$ cat src/rtl/reduce_serial_if.sv
// Handshake bundle for reduce_serial: a vector request channel on the input
// side and a one-bit result channel on the output side, both valid/ready.
interface reduce_serial_if #(
    parameter int WIDTH = 32
);
    logic             in_valid;
    logic             in_ready;
    logic [WIDTH-1:0] in_vec;
    logic [1:0]       in_op;
    logic             busy;
    logic             out_valid;
    logic             out_ready;
    logic             result;

    // The reduction block itself.
    modport slave (
        input  in_valid, in_vec, in_op, out_ready,
        output in_ready, busy, out_valid, result
    );

    // The producer/consumer pair that talks to the block.
    modport master (
        output in_valid, in_vec, in_op, out_ready,
        input  in_ready, busy, out_valid, result
    );
endinterface

$ cat src/rtl/reduce_serial.sv
// Chunked serial reduction: folds a WIDTH-bit vector to one flag, CHUNK bits
// per clock, with a run-time selectable OR / AND / XOR / NOR operation.
// The missing bits of a short last chunk are padded with the operation's
// identity so they never influence the result.
module reduce_serial #(
    parameter int WIDTH = 32,
    parameter int CHUNK = 4
) (
    input  logic           clk,
    input  logic           rst_n,
    reduce_serial_if.slave bus
);
    localparam int NCHUNK = (WIDTH + CHUNK - 1) / CHUNK;
    localparam int PADW   = NCHUNK * CHUNK;
    localparam int IDX_W  = $clog2(NCHUNK + 1);

    typedef enum logic [1:0] {
        S_IDLE,
        S_BUSY,
        S_DONE
    } state_e;

    typedef enum logic [1:0] {
        OP_OR  = 2'b00,
        OP_AND = 2'b01,
        OP_XOR = 2'b10,
        OP_NOR = 2'b11
    } op_e;

    state_e           r_state;
    state_e           w_state_next;
    logic [WIDTH-1:0] r_vec;
    op_e              r_op;
    logic             r_acc;
    logic [IDX_W-1:0] r_idx;
    logic             r_result;

    logic             w_in_ready;
    logic             w_busy;
    logic             w_out_valid;
    logic             w_accept;
    logic             w_last;
    logic             w_ident;
    logic [PADW-1:0]  w_padded;
    logic [CHUNK-1:0] w_chunk;
    logic             w_fold;
    logic             w_acc_next;
    op_e              w_in_op;

    assign w_in_op  = op_e'(bus.in_op);
    assign w_accept = (r_state == S_IDLE) && bus.in_valid;
    assign w_last   = (r_idx == IDX_W'(NCHUNK - 1));

    // State register.
    always_ff @(posedge clk or negedge rst_n) begin
        // NOTE: clocked state is updated with <= so every register samples
        // pre-edge values regardless of the order the blocks are evaluated in.
        if (!rst_n) begin
            r_state <= S_IDLE;
        end else begin
            r_state <= w_state_next;
        end
    end

    // Next-state decode and handshake outputs, all driven purely from state.
    always_comb begin
        // NOTE: every output gets a default before the case so no path leaves
        // a signal unassigned, which would otherwise infer a latch.
        w_state_next = r_state;
        w_in_ready   = 1'b0;
        w_busy       = 1'b0;
        w_out_valid  = 1'b0;
        case (r_state)
            S_IDLE: begin
                w_in_ready = 1'b1;
                if (bus.in_valid) begin
                    w_state_next = S_BUSY;
                end
            end
            S_BUSY: begin
                w_busy = 1'b1;
                if (w_last) begin
                    w_state_next = S_DONE;
                end
            end
            S_DONE: begin
                w_out_valid = 1'b1;
                if (bus.out_ready) begin
                    w_state_next = S_IDLE;
                end
            end
            default: begin
                w_state_next = S_IDLE;
            end
        endcase
    end

    // Select the current chunk (identity-padded past bit WIDTH-1) and fold it.
    always_comb begin
        w_ident                = (r_op == OP_AND);
        w_padded               = {PADW{w_ident}};
        w_padded[WIDTH-1:0]    = r_vec;
        w_chunk                = {CHUNK{w_ident}};
        if (r_idx < IDX_W'(NCHUNK)) begin
            w_chunk = w_padded[r_idx * CHUNK +: CHUNK];
        end
        w_fold     = 1'b0;
        w_acc_next = r_acc;
        case (r_op)
            OP_AND: begin
                w_fold     = &w_chunk;
                w_acc_next = r_acc & w_fold;
            end
            OP_XOR: begin
                w_fold     = ^w_chunk;
                w_acc_next = r_acc ^ w_fold;
            end
            default: begin
                // NOR accumulates as OR; the inversion is applied once at the end.
                w_fold     = |w_chunk;
                w_acc_next = r_acc | w_fold;
            end
        endcase
    end

    // Capture the request in IDLE, accumulate chunk by chunk in BUSY.
    always_ff @(posedge clk or negedge rst_n) begin
        if (!rst_n) begin
            r_vec    <= '0;
            r_op     <= OP_OR;
            r_acc    <= 1'b0;
            r_idx    <= '0;
            r_result <= 1'b0;
        end else if (w_accept) begin
            r_vec <= bus.in_vec;
            r_op  <= w_in_op;
            r_acc <= (w_in_op == OP_AND);
            r_idx <= '0;
        end else if (r_state == S_BUSY) begin
            r_acc <= w_acc_next;
            r_idx <= r_idx + IDX_W'(1);
            if (w_last) begin
                r_result <= (r_op == OP_NOR) ? ~w_acc_next : w_acc_next;
            end
        end
    end

    assign bus.in_ready  = w_in_ready;
    assign bus.busy      = w_busy;
    assign bus.out_valid = w_out_valid;
    assign bus.result    = r_result;
endmodule

$ cat src/flat_wrapper.sv
// flat-port wrapper written by rule: the top's interface ports become plain ports
module reduce_serial_flat 
#(
    parameter int WIDTH = 32,
    parameter int CHUNK = 4
)
  (clk, rst_n, bus_in_valid, bus_in_vec, bus_in_op, bus_out_ready, bus_in_ready, bus_busy, bus_out_valid, bus_result);
  reduce_serial_if #(.WIDTH(WIDTH)) bus_i ();
  input  logic clk;
  input  logic rst_n;
  input wire logic [$bits(bus_i.in_valid)-1:0] bus_in_valid;
  input wire logic [$bits(bus_i.in_vec)-1:0] bus_in_vec;
  input wire logic [$bits(bus_i.in_op)-1:0] bus_in_op;
  input wire logic [$bits(bus_i.out_ready)-1:0] bus_out_ready;
  output wire logic [$bits(bus_i.in_ready)-1:0] bus_in_ready;
  output wire logic [$bits(bus_i.busy)-1:0] bus_busy;
  output wire logic [$bits(bus_i.out_valid)-1:0] bus_out_valid;
  output wire logic [$bits(bus_i.result)-1:0] bus_result;
  assign bus_i.in_valid = bus_in_valid;
  assign bus_i.in_vec = bus_in_vec;
  assign bus_i.in_op = bus_in_op;
  assign bus_i.out_ready = bus_out_ready;
  assign bus_in_ready = bus_i.in_ready;
  assign bus_busy = bus_i.busy;
  assign bus_out_valid = bus_i.out_valid;
  assign bus_result = bus_i.result;
  reduce_serial #(.WIDTH(WIDTH), .CHUNK(CHUNK)) u_core (.clk(clk), .rst_n(rst_n), .bus(bus_i));
endmodule
$ cat config.mk
export PLATFORM = sky130hd
export DESIGN_NAME = reduce_serial_flat
export DESIGN_NICKNAME = d
export VERILOG_FILES = /design/src/rtl/reduce_serial_if.sv /design/src/rtl/reduce_serial.sv /design/src/flat_wrapper.sv
export SDC_FILE = /design/constraint.sdc
export NUM_CORES = 1
export LEC_CHECK = 0
export ABC_AREA = 1
export ABC_CLOCK_PERIOD_IN_PS = 6200
export BUFFER_PORTS_ARGS = -buffer_cell sky130_fd_sc_hd__buf_2
export CORE_ASPECT_RATIO = 0.7
export CORE_MARGIN = 2
export CORE_UTILIZATION = 55
export DETAILED_ROUTE_END_ITERATION = 12
export PLACE_DENSITY = 0.79
export SLEW_MARGIN = 20
export SYNTH_ARGS = -nofsm -noshare
export SYNTH_HDL_FRONTEND = slang
export SYNTH_SLANG_ARGS = --single-unit
$ cat constraint.sdc
create_clock -name clk -period 6.2 [get_ports clk]
set_input_delay 1.24 -clock clk [delete_from_list [all_inputs] [get_ports clk]]
set_output_delay 1.24 -clock clk [all_outputs]
set_load 0.01 [all_outputs]
==> results of run 1 <==
## metrics by stage
| stage | utilization [%] | instances |
|---|---|---|
| 3_5_place_dp | 61.9 | 368 |
| 4_1_cts | 64.1 | 376 |
| 6_report | 64.1 | 376 |
| 5_1_grt | 64.1 | 376 |
| 2_1_floorplan | - | 286 |
| 3_3_place_gp | 61.9 | 368 |
## layer usage
layer,global-route usage [%],vias to the layer above
met3,5.47,10
met5,0,-
met2,34.1,48
li1,-,970
met1,31.1,883
met4,8.13,0
## tightest hold or removal path: stages, from the launching register on
cell	delay, ns
dfrtp_1	0.34
nand2_1	0.05
nand2_1	0.05
## worst min-delay path by stage
stage | start | endpoint | slack [ns]
4_1_cts | u_core.r_vec[27] | u_core.r_vec[27] | 0.47
2_1_floorplan | u_core.r_vec[10] | u_core.r_vec[10] | 0.44
3_3_place_gp | u_core.r_vec[10] | u_core.r_vec[10] | 0.46
5_1_grt | u_core.r_vec[27] | u_core.r_vec[27] | 0.49
3_5_place_dp | u_core.r_vec[27] | u_core.r_vec[27] | 0.45
6_report | u_core.r_vec[27] | u_core.r_vec[27] | 0.47
## registers in the layout, indices dropped and copies added (netlist names)
signal             flops
u_core.r_acc           1
u_core.bus.result      1
u_core.r_state         2
u_core.r_idx           4
u_core.r_op            2
u_core.r_vec          32
## final cells by class
| class | instances | area (um2) |
|---|---|---|
| Timing Repair Buffer | 42 | 213 |
| Tap cell | 52 | 65.1 |
| Multi-Input combinational cell | 213 | 982 |
| Clock buffer | 6 | 72.6 |
| Fill cell | 378 | 1380 |
| Clock inverter | 2 | 13.8 |
| Sequential cell | 42 | 1050 |
| Inverter | 19 | 71.3 |
## layout by cell type, fill, tap and decap left out, types with 2 or more instances in the layout
cell	netlist	routed
nor2_1	29	29
dfrtp_1	42	42
clkbuf_8	0	5
nor2_2	3	3
o32ai_2	3	3
inv_1	10	10
ha_1	8	8
o21ai_0	12	12
o21ai_1	13	13
nand3_1	10	10
buf_2	7	41
inv_2	9	9
a21oi_1	5	5
nand4_1	2	2
nand2_1	125	125
## kinds of logic (layout without fill, tap and decap cells)
| kind of cell | Yosys count | after routing | synth area share, % |
|---|---|---|---|
| compound gates | 36 | 36 | 10.2 |
| simple gates | 169 | 169 | 30.2 |
| fa+ha+maj | 8 | 8 | 4.59 |
| buf+inv | 31 | 69 | 6.77 |
| flops | 42 | 42 | 48.2 |
## report_power, final
part	switching, mW	total (mW)	leakage (nW)	internal (mW)
Clock	0.0918	0.171	0.0452	0.0793
Sequential	0.117	0.518	0.520	0.402
Combinational	0.356	0.591	0.801	0.235
==> flow_summary.toml, run 1 <==
[run_status]
status = "finished clean"

[worst_setup_path]
reg2regPathDepth = 17
crit_arrival_ns = 2.76
endpoint = "u_core.bus.result"
required_ns = 6.39
path_cells = "inv_2 -> o21ai_0 -> o21ai_1 -> nand2_1 -> nand2_1 -> a21oi_1 -> ha_1 -> inv_1 -> nand2_1 -> nand2_1 -> nand2_1 -> nand3_1 -> nand2_1 -> nand2_1 -> nand2_1 -> nand3_1 -> nand2_1"
startpoint_type = "flip-flop"
worst-path-stages = 17
max_stage_delay_ns = 0.75
cp_common_cell = "nand2_1"
cp_max_fo = 22
crit_path_top_delay_cell = "dfrtp_1"
reg2reg_from = "u_core.r_idx[0]"
end_kind = "flip-flop"
r2r_end = "u_core.bus.result"
critPathKind = "flip-flop to flip-flop"
critical_path_buf_inv_count = 2
crit_start = "u_core.r_idx[0]"
cp_top_family = "flip-flops"
r2r_setup_slack_ns = 3.63

[cells_and_area]
drive_above_1_share_pct = 19.8
syn2layout_area_growth_pct = 13.2
finish.instance_area_um2 = 2470
layout.nets = 369
diodes = 0

[sta]
rsz0062_at_grt = "no"
fin_crit_ns = 2.57
slew_viol_final = 0
fin_setup_tns_ns = 0
finalSetupViolations = 0
skew_ns = 0.00687
tightest_slew_ns = 0.892
fin_hold_ws_ns = 0.473
timing.fmax_ghz = 0.389
final_hold_viol_count = 0
slew_headroom_pct = 40.6
period_share_pct = 41.5
fin_ws_ns = 3.63

[clocking]
post-cts-setup-buffers = 0
cts_root_buffer = "clkbuf_8"
htree_levels = 2
post_cts_resized = 0
cts_tree = "built"
clkLatencyLatePin_ns = 0.30
cts_hold_buf = 0
clock-sinks = 42
cts_buffers = 5
cts.path.max_buffers = 2
clkTransAtPathRegs_ns = 0.07

[drt]
drt-total-wl_um = 4390
drcViolationCount = 0
wl_met3_um = 214
dr.pass1.iters = 4
wl_met2_um = 1880
post_drt_wl_per_cell_um = 11.7
ant_nets = 0
met1_length_um = 2220
num_vias = 1911
top_layer_used = "met4"
routed_via_density = 5.08
drt_iter0_markers = 86

[synth]
syn_inst = 286
synth_top_area_cell = "dfrtp_1"
synth_commonest_cells = "125 x nand2_1, 42 x dfrtp_1, 29 x nor2_1"
synth.distinct_cells = 19
yosysMostFrequentCell = "nand2_1"
ys_warn_count = 0
yosysTopAreaCellShare_pct = 48.2
syn_nets = 332
avgSynthCellArea_um2 = 7.63
ys_async_sr_fraction_pct = 100
synth_seq_area_share_pct = 48.2
synth.ff_latch_count = 42
ys.flop_type = "dfrtp_1"
synth_edf_count = 0
syn_area_um2 = 2180
synth.area.top_cells = "dfrtp_1 48%, nand2_1 22%, nor2_1 5.0%"

[pwr]
p_leak_nw = 1.37
worst_ir_drop_vdd_mv = 0.277
powerDensity_nw_per_um2 = 519
total_power_mw = 1.28

[placement]
place_congestion = 0.870
pre_cts_ws_ns = 3.65
numPortBuffers = 41
postPlaceCellArea_um2 = 2380
hpwl_um = 3170

[floorplanning]
dieHeight_um = 56.7
rows = 19
num_io_pins = 42
start_util_pct = 56.6
die_w_um = 79.3
core_um2 = 3850
dieArea_um2 = 4490

[job]
drv_cap = 0

[grt]
grt_max_degree = 43
grt_pass1_wl_um = 7720
grt-ovfl-total = 0
grt_usage_pct = 22.3
grt_pass1_vias = 1818
antenna_found_initial = 0

[hold_path]
whs_path_depth = 2
hp-class = "flip-flop to flip-flop"
Note: power is estimated with default switching activity, not from simulation.
==> inputs of run 2 (changes only) <==
- ABC_CLOCK_PERIOD_IN_PS: 6200 -> 2470
- clock period: 6.2 -> 2.47 ns (I/O delays scaled with it)
==> run 2 against run 1 <==
Setup slack got worse by 3.4 ns. Final cell count increased by 0.80%. Register-to-register slack got worse by 3.4 ns. Global-route usage increased by 0.77 points. Power increased to 2.7 times the previous value. Utilization increased by 2.0 points. Sequential cell count unchanged. Routed wire length increased by 2.5%. Critical endpoint is now u_core.r_acc. Largest power group unchanged. Highest routed layer unchanged.
==> flow_summary.toml, run 2 (synthesis gave the netlist of run 1 again) <==
[clocking]
clkTransAtPathRegs_ns = 0.08
cts.path.max_buffers = 2
cts_tree = "built"
cts_hold_buf = 0
clock-sinks = 42
post-cts-setup-buffers = 0
cts_root_buffer = "clkbuf_8"
cts_buffers = 5
htree_levels = 2
clkLatencyLatePin_ns = 0.30

[sta]
tightest_slew_ns = 0.914
fin_setup_tns_ns = 0
final_hold_viol_count = 0
rsz0062_at_grt = "no"
fin_ws_ns = 0.229
period_share_pct = 90.7
finalSetupViolations = 0
fin_hold_ws_ns = 0.323
timing.fmax_ghz = 0.446
slew_viol_final = 0
slew_headroom_pct = 39.1
skew_ns = 0.00499
fin_crit_ns = 2.24

[grt]
grt_pass1_wl_um = 8140
grt_busiest_layer = "met2"
grt_pass1_vias = 1845
grt.met3_usage_pct = 5.47
grt_max_degree = 43
grt-ovfl-total = 0
grtUsageMet2_pct = 34.9
met1_usage_pct = 33.2
antenna_found_initial = 0
grt_usage_pct = 23.1

[worst_setup_path]
startpoint_type = "flip-flop"
r2r_end = "u_core.r_acc"
max_stage_delay_ns = 0.46
crit_path_top_delay_cell = "dfrtp_2"
reg2regPathDepth = 16
r2r_setup_slack_ns = 0.23
cp_max_fo = 11
cp_common_cell = "nand2_1"
end_kind = "flip-flop"
critPathKind = "flip-flop to flip-flop"
path_cells = "buf_4 -> nor2_1 -> nor2_1 -> o21ai_0 -> o21ai_1 -> nand2_1 -> nand2_1 -> a21oi_1 -> ha_1 -> inv_1 -> nand2_1 -> nand3_1 -> nand3_1 -> nand2_1 -> nand3_1 -> a21boi_1"
required_ns = 2.68
crit_start = "u_core.r_idx[0]"
reg2reg_from = "u_core.r_idx[0]"
crit_arrival_ns = 2.45

[drt]
drcViolationCount = 0
dr.pass1.iters = 4
drt-total-wl_um = 4500
post_drt_wl_per_cell_um = 11.9
drt_iter0_markers = 123
routed_via_density = 5.04
num_vias = 1911
ant_nets = 0

[cells_and_area]
fin_util_pct = 66.1
diodes = 0
largest_reg_flops = 32
largestRegisters = "u_core.r_vec x32, u_core.r_idx x4"
layout.nets = 372
largest-register = "u_core.r_vec"
drive_above_1_share_pct = 21.4
syn2layout_area_growth_pct = 16.7
layout_common_cells = "125 x nand2_1, 41 x buf_2, 40 x dfrtp_1, 29 x nor2_1, 14 x o21ai_1"
final_common_cell = "nand2_1"

[pwr]
powerDensity_nw_per_um2 = 1370
worst_ir_drop_vdd_mv = 0.648
p_leak_nw = 1.40

[hold_path]
hp-class = "input pin to async pin"

[placement]
numPortBuffers = 41
hpwl_um = 3260
pre_cts_ws_ns = 0.229
place_congestion = 0.850

[floorplanning]
dieArea_um2 = 4490
dieHeight_um = 56.7
start_util_pct = 56.6
num_io_pins = 42
rows = 19
die_w_um = 79.3
core_um2 = 3850

[job]
drv_cap = 0

[run_status]
status = "finished clean"
run 2: cell count changes in the layout (fill, tap and decap cells not counted), sizes merged:
cell    delta
buf        +3
bufinv     +2
clkbuf     -1
clkinv     -1
run 2: worst max path at each step:
stage / to / slack [ns] / cells past startpoint
2_1_floorplan: u_core.bus.result / 0.51 / 15
3_3_place_gp: u_core.bus.result / 0.29 / 19
3_5_place_dp: u_core.r_acc / 0.23 / 16
4_1_cts: u_core.r_acc / 0.16 / 16
5_1_grt: u_core.bus.result / 0.01 / 19
6_report: u_core.r_acc / 0.23 / 16
run 2: per-stage QoR:
| stage | total power, mW | instances | cell area [um2] |
|---|---|---|---|
| after global placement | 2.74 | 371 | 2400 |
| after floorplan | 2.45 | 286 | 2180 |
| after detailed placement | 2.82 | 371 | 2400 |
| final | 3.49 | 379 | 2540 |
| after global routing | 3.84 | 379 | 2540 |
| after CTS | 3.49 | 379 | 2540 |
run 2: report_power, final:
group / leakage (nW) / internal (mW) / switching, mW / total [mW]
clock: 0.0683 / 0.405 / 0.248 / 0.653
sequential: 0.518 / 1.01 / 0.249 / 1.26
combinational: 0.816 / 0.617 / 0.955 / 1.57
run 2: area by class of cell:
class | count | area, um2
Clock buffer | 5 | 68.8
Clock inverter | 3 | 68.8
Timing Repair Buffer | 45 | 235
Inverter | 19 | 71.3
Sequential cell | 42 | 1050
Fill cell | 336 | 1310
Tap cell | 52 | 65.1
Multi-Input combinational cell | 213 | 982
run 2: critical path, delay by kind of cell (launching register included):
family                     cells  cell delay (ns)
and+or+nand+nor                9             0.68
AOI/OAI and AO/OA              4             0.51
DFF                            1             0.46
adders and majority gates      1             0.26
buffers and inverters          2             0.24
run 2: what timing repair did:
item	in CTS	in global routing
gates resized for setup	0	3
endpoints found under the hold margin	0	0
setup endpoints to repair	0	2
run 2: layer usage:
metal | vias up | share of wire (%)
met5 | - | 0
met4 | 0 | 1.2
met3 | 7 | 4.1
met2 | 38 | 45
met1 | 891 | 49
li1 | 975 | -
==> inputs of run 3 (changes only) <==
- PLACE_DENSITY: 0.79 -> unset
- PLACE_DENSITY_LB_ADDON: unset -> 0.05
==> run 3 against run 2 <==
Die area unchanged. Via count shrank 2.0%. Global-route usage shrank 0.62 points. Sequential cell count unchanged. Sequential share of layout area increased by 0.72 points.
==> flow_summary.toml, run 3 (synthesis gave the netlist of run 1 again) <==
[pwr]
combPwrFrac_pct = 46.9
clkPwrFrac_pct = 13.3
power_frac_seq_pct = 39.8
worst_ir_drop_vdd_mv = 0.635
p_switching_mw = 1.43
p_leak_nw = 1.38
powerDensity_nw_per_um2 = 1300
p_sw_share_pct = 44.0
internal_power_mw = 1.82

[sta]
period_share_pct = 88.2
fin_crit_ns = 2.18
rsz0062_at_grt = "no"
skew_ns = 0.00581
fin_setup_tns_ns = 0
slew_viol_final = 0
finalSetupViolations = 0
final_hold_viol_count = 0
timing.fmax_ghz = 0.459
slew_headroom_pct = 64.5
tightest_slew_ns = 0.532

[worst_setup_path]
r2r_end = "u_core.r_acc"
reg2reg_from = "u_core.r_idx[0]"
crit_path_top_delay_cell = "dfrtp_2"
reg2regPathDepth = 13
cp_max_fo = 15
cp_common_cell = "nand2_1"
required_ns = 2.68
r2r_setup_slack_ns = 0.29
cp_top_family = "compound AO/OA/AOI/OAI gates"
critPathKind = "flip-flop to flip-flop"
crit_arrival_ns = 2.39
critical_path_buf_inv_count = 2
max_stage_delay_ns = 0.50
startpoint_type = "flip-flop"
end_kind = "flip-flop"
path_cells = "inv_2 -> nor2_1 -> o32ai_2 -> a21oi_1 -> ha_1 -> inv_1 -> nand2_1 -> nand2_1 -> nand2_1 -> nand3_1 -> nand2_1 -> nand3_1 -> a21boi_1"

[drt]
ant_nets = 0
routed_via_density = 4.93
drcViolationCount = 0
dr.pass1.iters = 4
num_vias = 1873
drt-total-wl_um = 4450
post_drt_wl_per_cell_um = 11.7
drt_iter0_markers = 93

[cells_and_area]
largest-register = "u_core.r_vec"
final_common_cell = "nand2_1"
largest_reg_flops = 32
diodes = 0
layout_common_cells = "125 x nand2_1, 41 x buf_2, 40 x dfrtp_1, 29 x nor2_1, 13 x o21ai_1"
drive_above_1_share_pct = 21.3
num-fill-cells = 381
fin_util_pct = 64.9
layout.nets = 373
largestRegisters = "u_core.r_vec x32, u_core.r_idx x4"
syn2layout_area_growth_pct = 14.7

[run_status]
status = "finished clean"

[grt]
grt_pass1_wl_um = 7810
grt-ovfl-total = 0
antenna_found_initial = 0
grt_max_degree = 35
grt_usage_pct = 22.5
grt_pass1_vias = 1667

[clocking]
cts.path.max_buffers = 2
cts_buffers = 5
clkLatencyLatePin_ns = 0.29
htree_levels = 2
cts_root_buffer = "clkbuf_8"
post-cts-setup-buffers = 0
cts_hold_buf = 0
clock-sinks = 42
post_cts_resized = 0
cts_tree = "built"
clkTransAtPathRegs_ns = 0.08

[floorplanning]
core_um2 = 3850
die_w_um = 79.3
dieHeight_um = 56.7
dieArea_um2 = 4490
num_io_pins = 42
start_util_pct = 56.6
rows = 19

[placement]
numPortBuffers = 41
hpwl_um = 3410
place_congestion = 0.879

[hold_path]
hp-class = "input pin to async pin"

[job]
drv_cap = 0
## run 3: cell types whose count changed in the layout (fill, tap and decap cells not counted)
cell,delta
bufinv_16,-2
buf_4,+1
o21ai_1,-1
clkbuf_1,+1
clkinv_2,+1
o21ai_0,+1
## run 3: power groups by stage
| stage | combinational (mW) | sequential [mW] | clock, mW |
|---|---|---|---|
| floorplan | 1.29 | 1.16 | 0 |
| global placement | 1.48 | 1.30 | 0 |
| finish | 1.52 | 1.29 | 0.430 |
| global route | 1.79 | 1.34 | 0.483 |
| detailed placement | 1.51 | 1.30 | 0 |
| CTS | 1.52 | 1.28 | 0.444 |
## run 3: per-layer routing
metal	share of wire, %	GRT usage, %	up-vias
met5	0	0	-
met4	0.99	8.13	0
met3	5.1	4.82	4
met2	39	30.0	45
met1	55	35.5	842
li1	-	-	982
## run 3: how the worst max path moves through the flow
stage                                from                end  slack [ns]  cells after the start
after detailed placement  u_core.r_idx[0]       u_core.r_acc        0.24                     13
after global placement    u_core.r_idx[0]  u_core.bus.result        0.28                     15
after global routing      u_core.r_idx[0]  u_core.bus.result        0.03                     17
final                     u_core.r_idx[0]       u_core.r_acc        0.29                     13
after CTS                 u_core.r_idx[0]       u_core.r_acc        0.21                     13
after floorplan           u_core.r_idx[1]  u_core.bus.result        0.51                     15
## run 3: worst register-to-register path, delay by kind of cell (launching register included)
family / cells / cell delay, ns
flops: 1 / 0.50
buf+inv: 2 / 0.26
fa+ha+maj: 1 / 0.31
compound gates: 3 / 0.54
simple gates: 7 / 0.49
## run 3: area by class of cell
| type | count | area (um2) | share of cell area, % |
|---|---|---|---|
| sequential | 42 | 1050 | 42.1 |
| multi-input combinational | 213 | 982 | 39.3 |
| timing repair buffer | 46 | 243 | 9.70 |
| clock buffer | 6 | 72.6 | 2.90 |
| inverter | 19 | 71.3 | 2.85 |
| tap | 52 | 65.1 | 2.60 |
| clock inverter | 2 | 13.8 | 0.550 |
## run 3: metrics by stage
| stage | power, mW | worst slack [ns] | hold WS (ns) | instances | area (um2) |
|---|---|---|---|---|---|
| after floorplan | 2.45 | 0.511 | 0.198 | 286 | 2180 |
| after global placement | 2.78 | 0.283 | 0.393 | 372 | 2410 |
| after detailed placement | 2.81 | 0.239 | 0.393 | 372 | 2410 |
| after CTS | 3.25 | 0.209 | 0.0692 | 380 | 2500 |
| after global routing | 3.61 | 0.0349 | 0.0710 | 380 | 2500 |
| final | 3.24 | 0.292 | 0.0742 | 380 | 2500 |
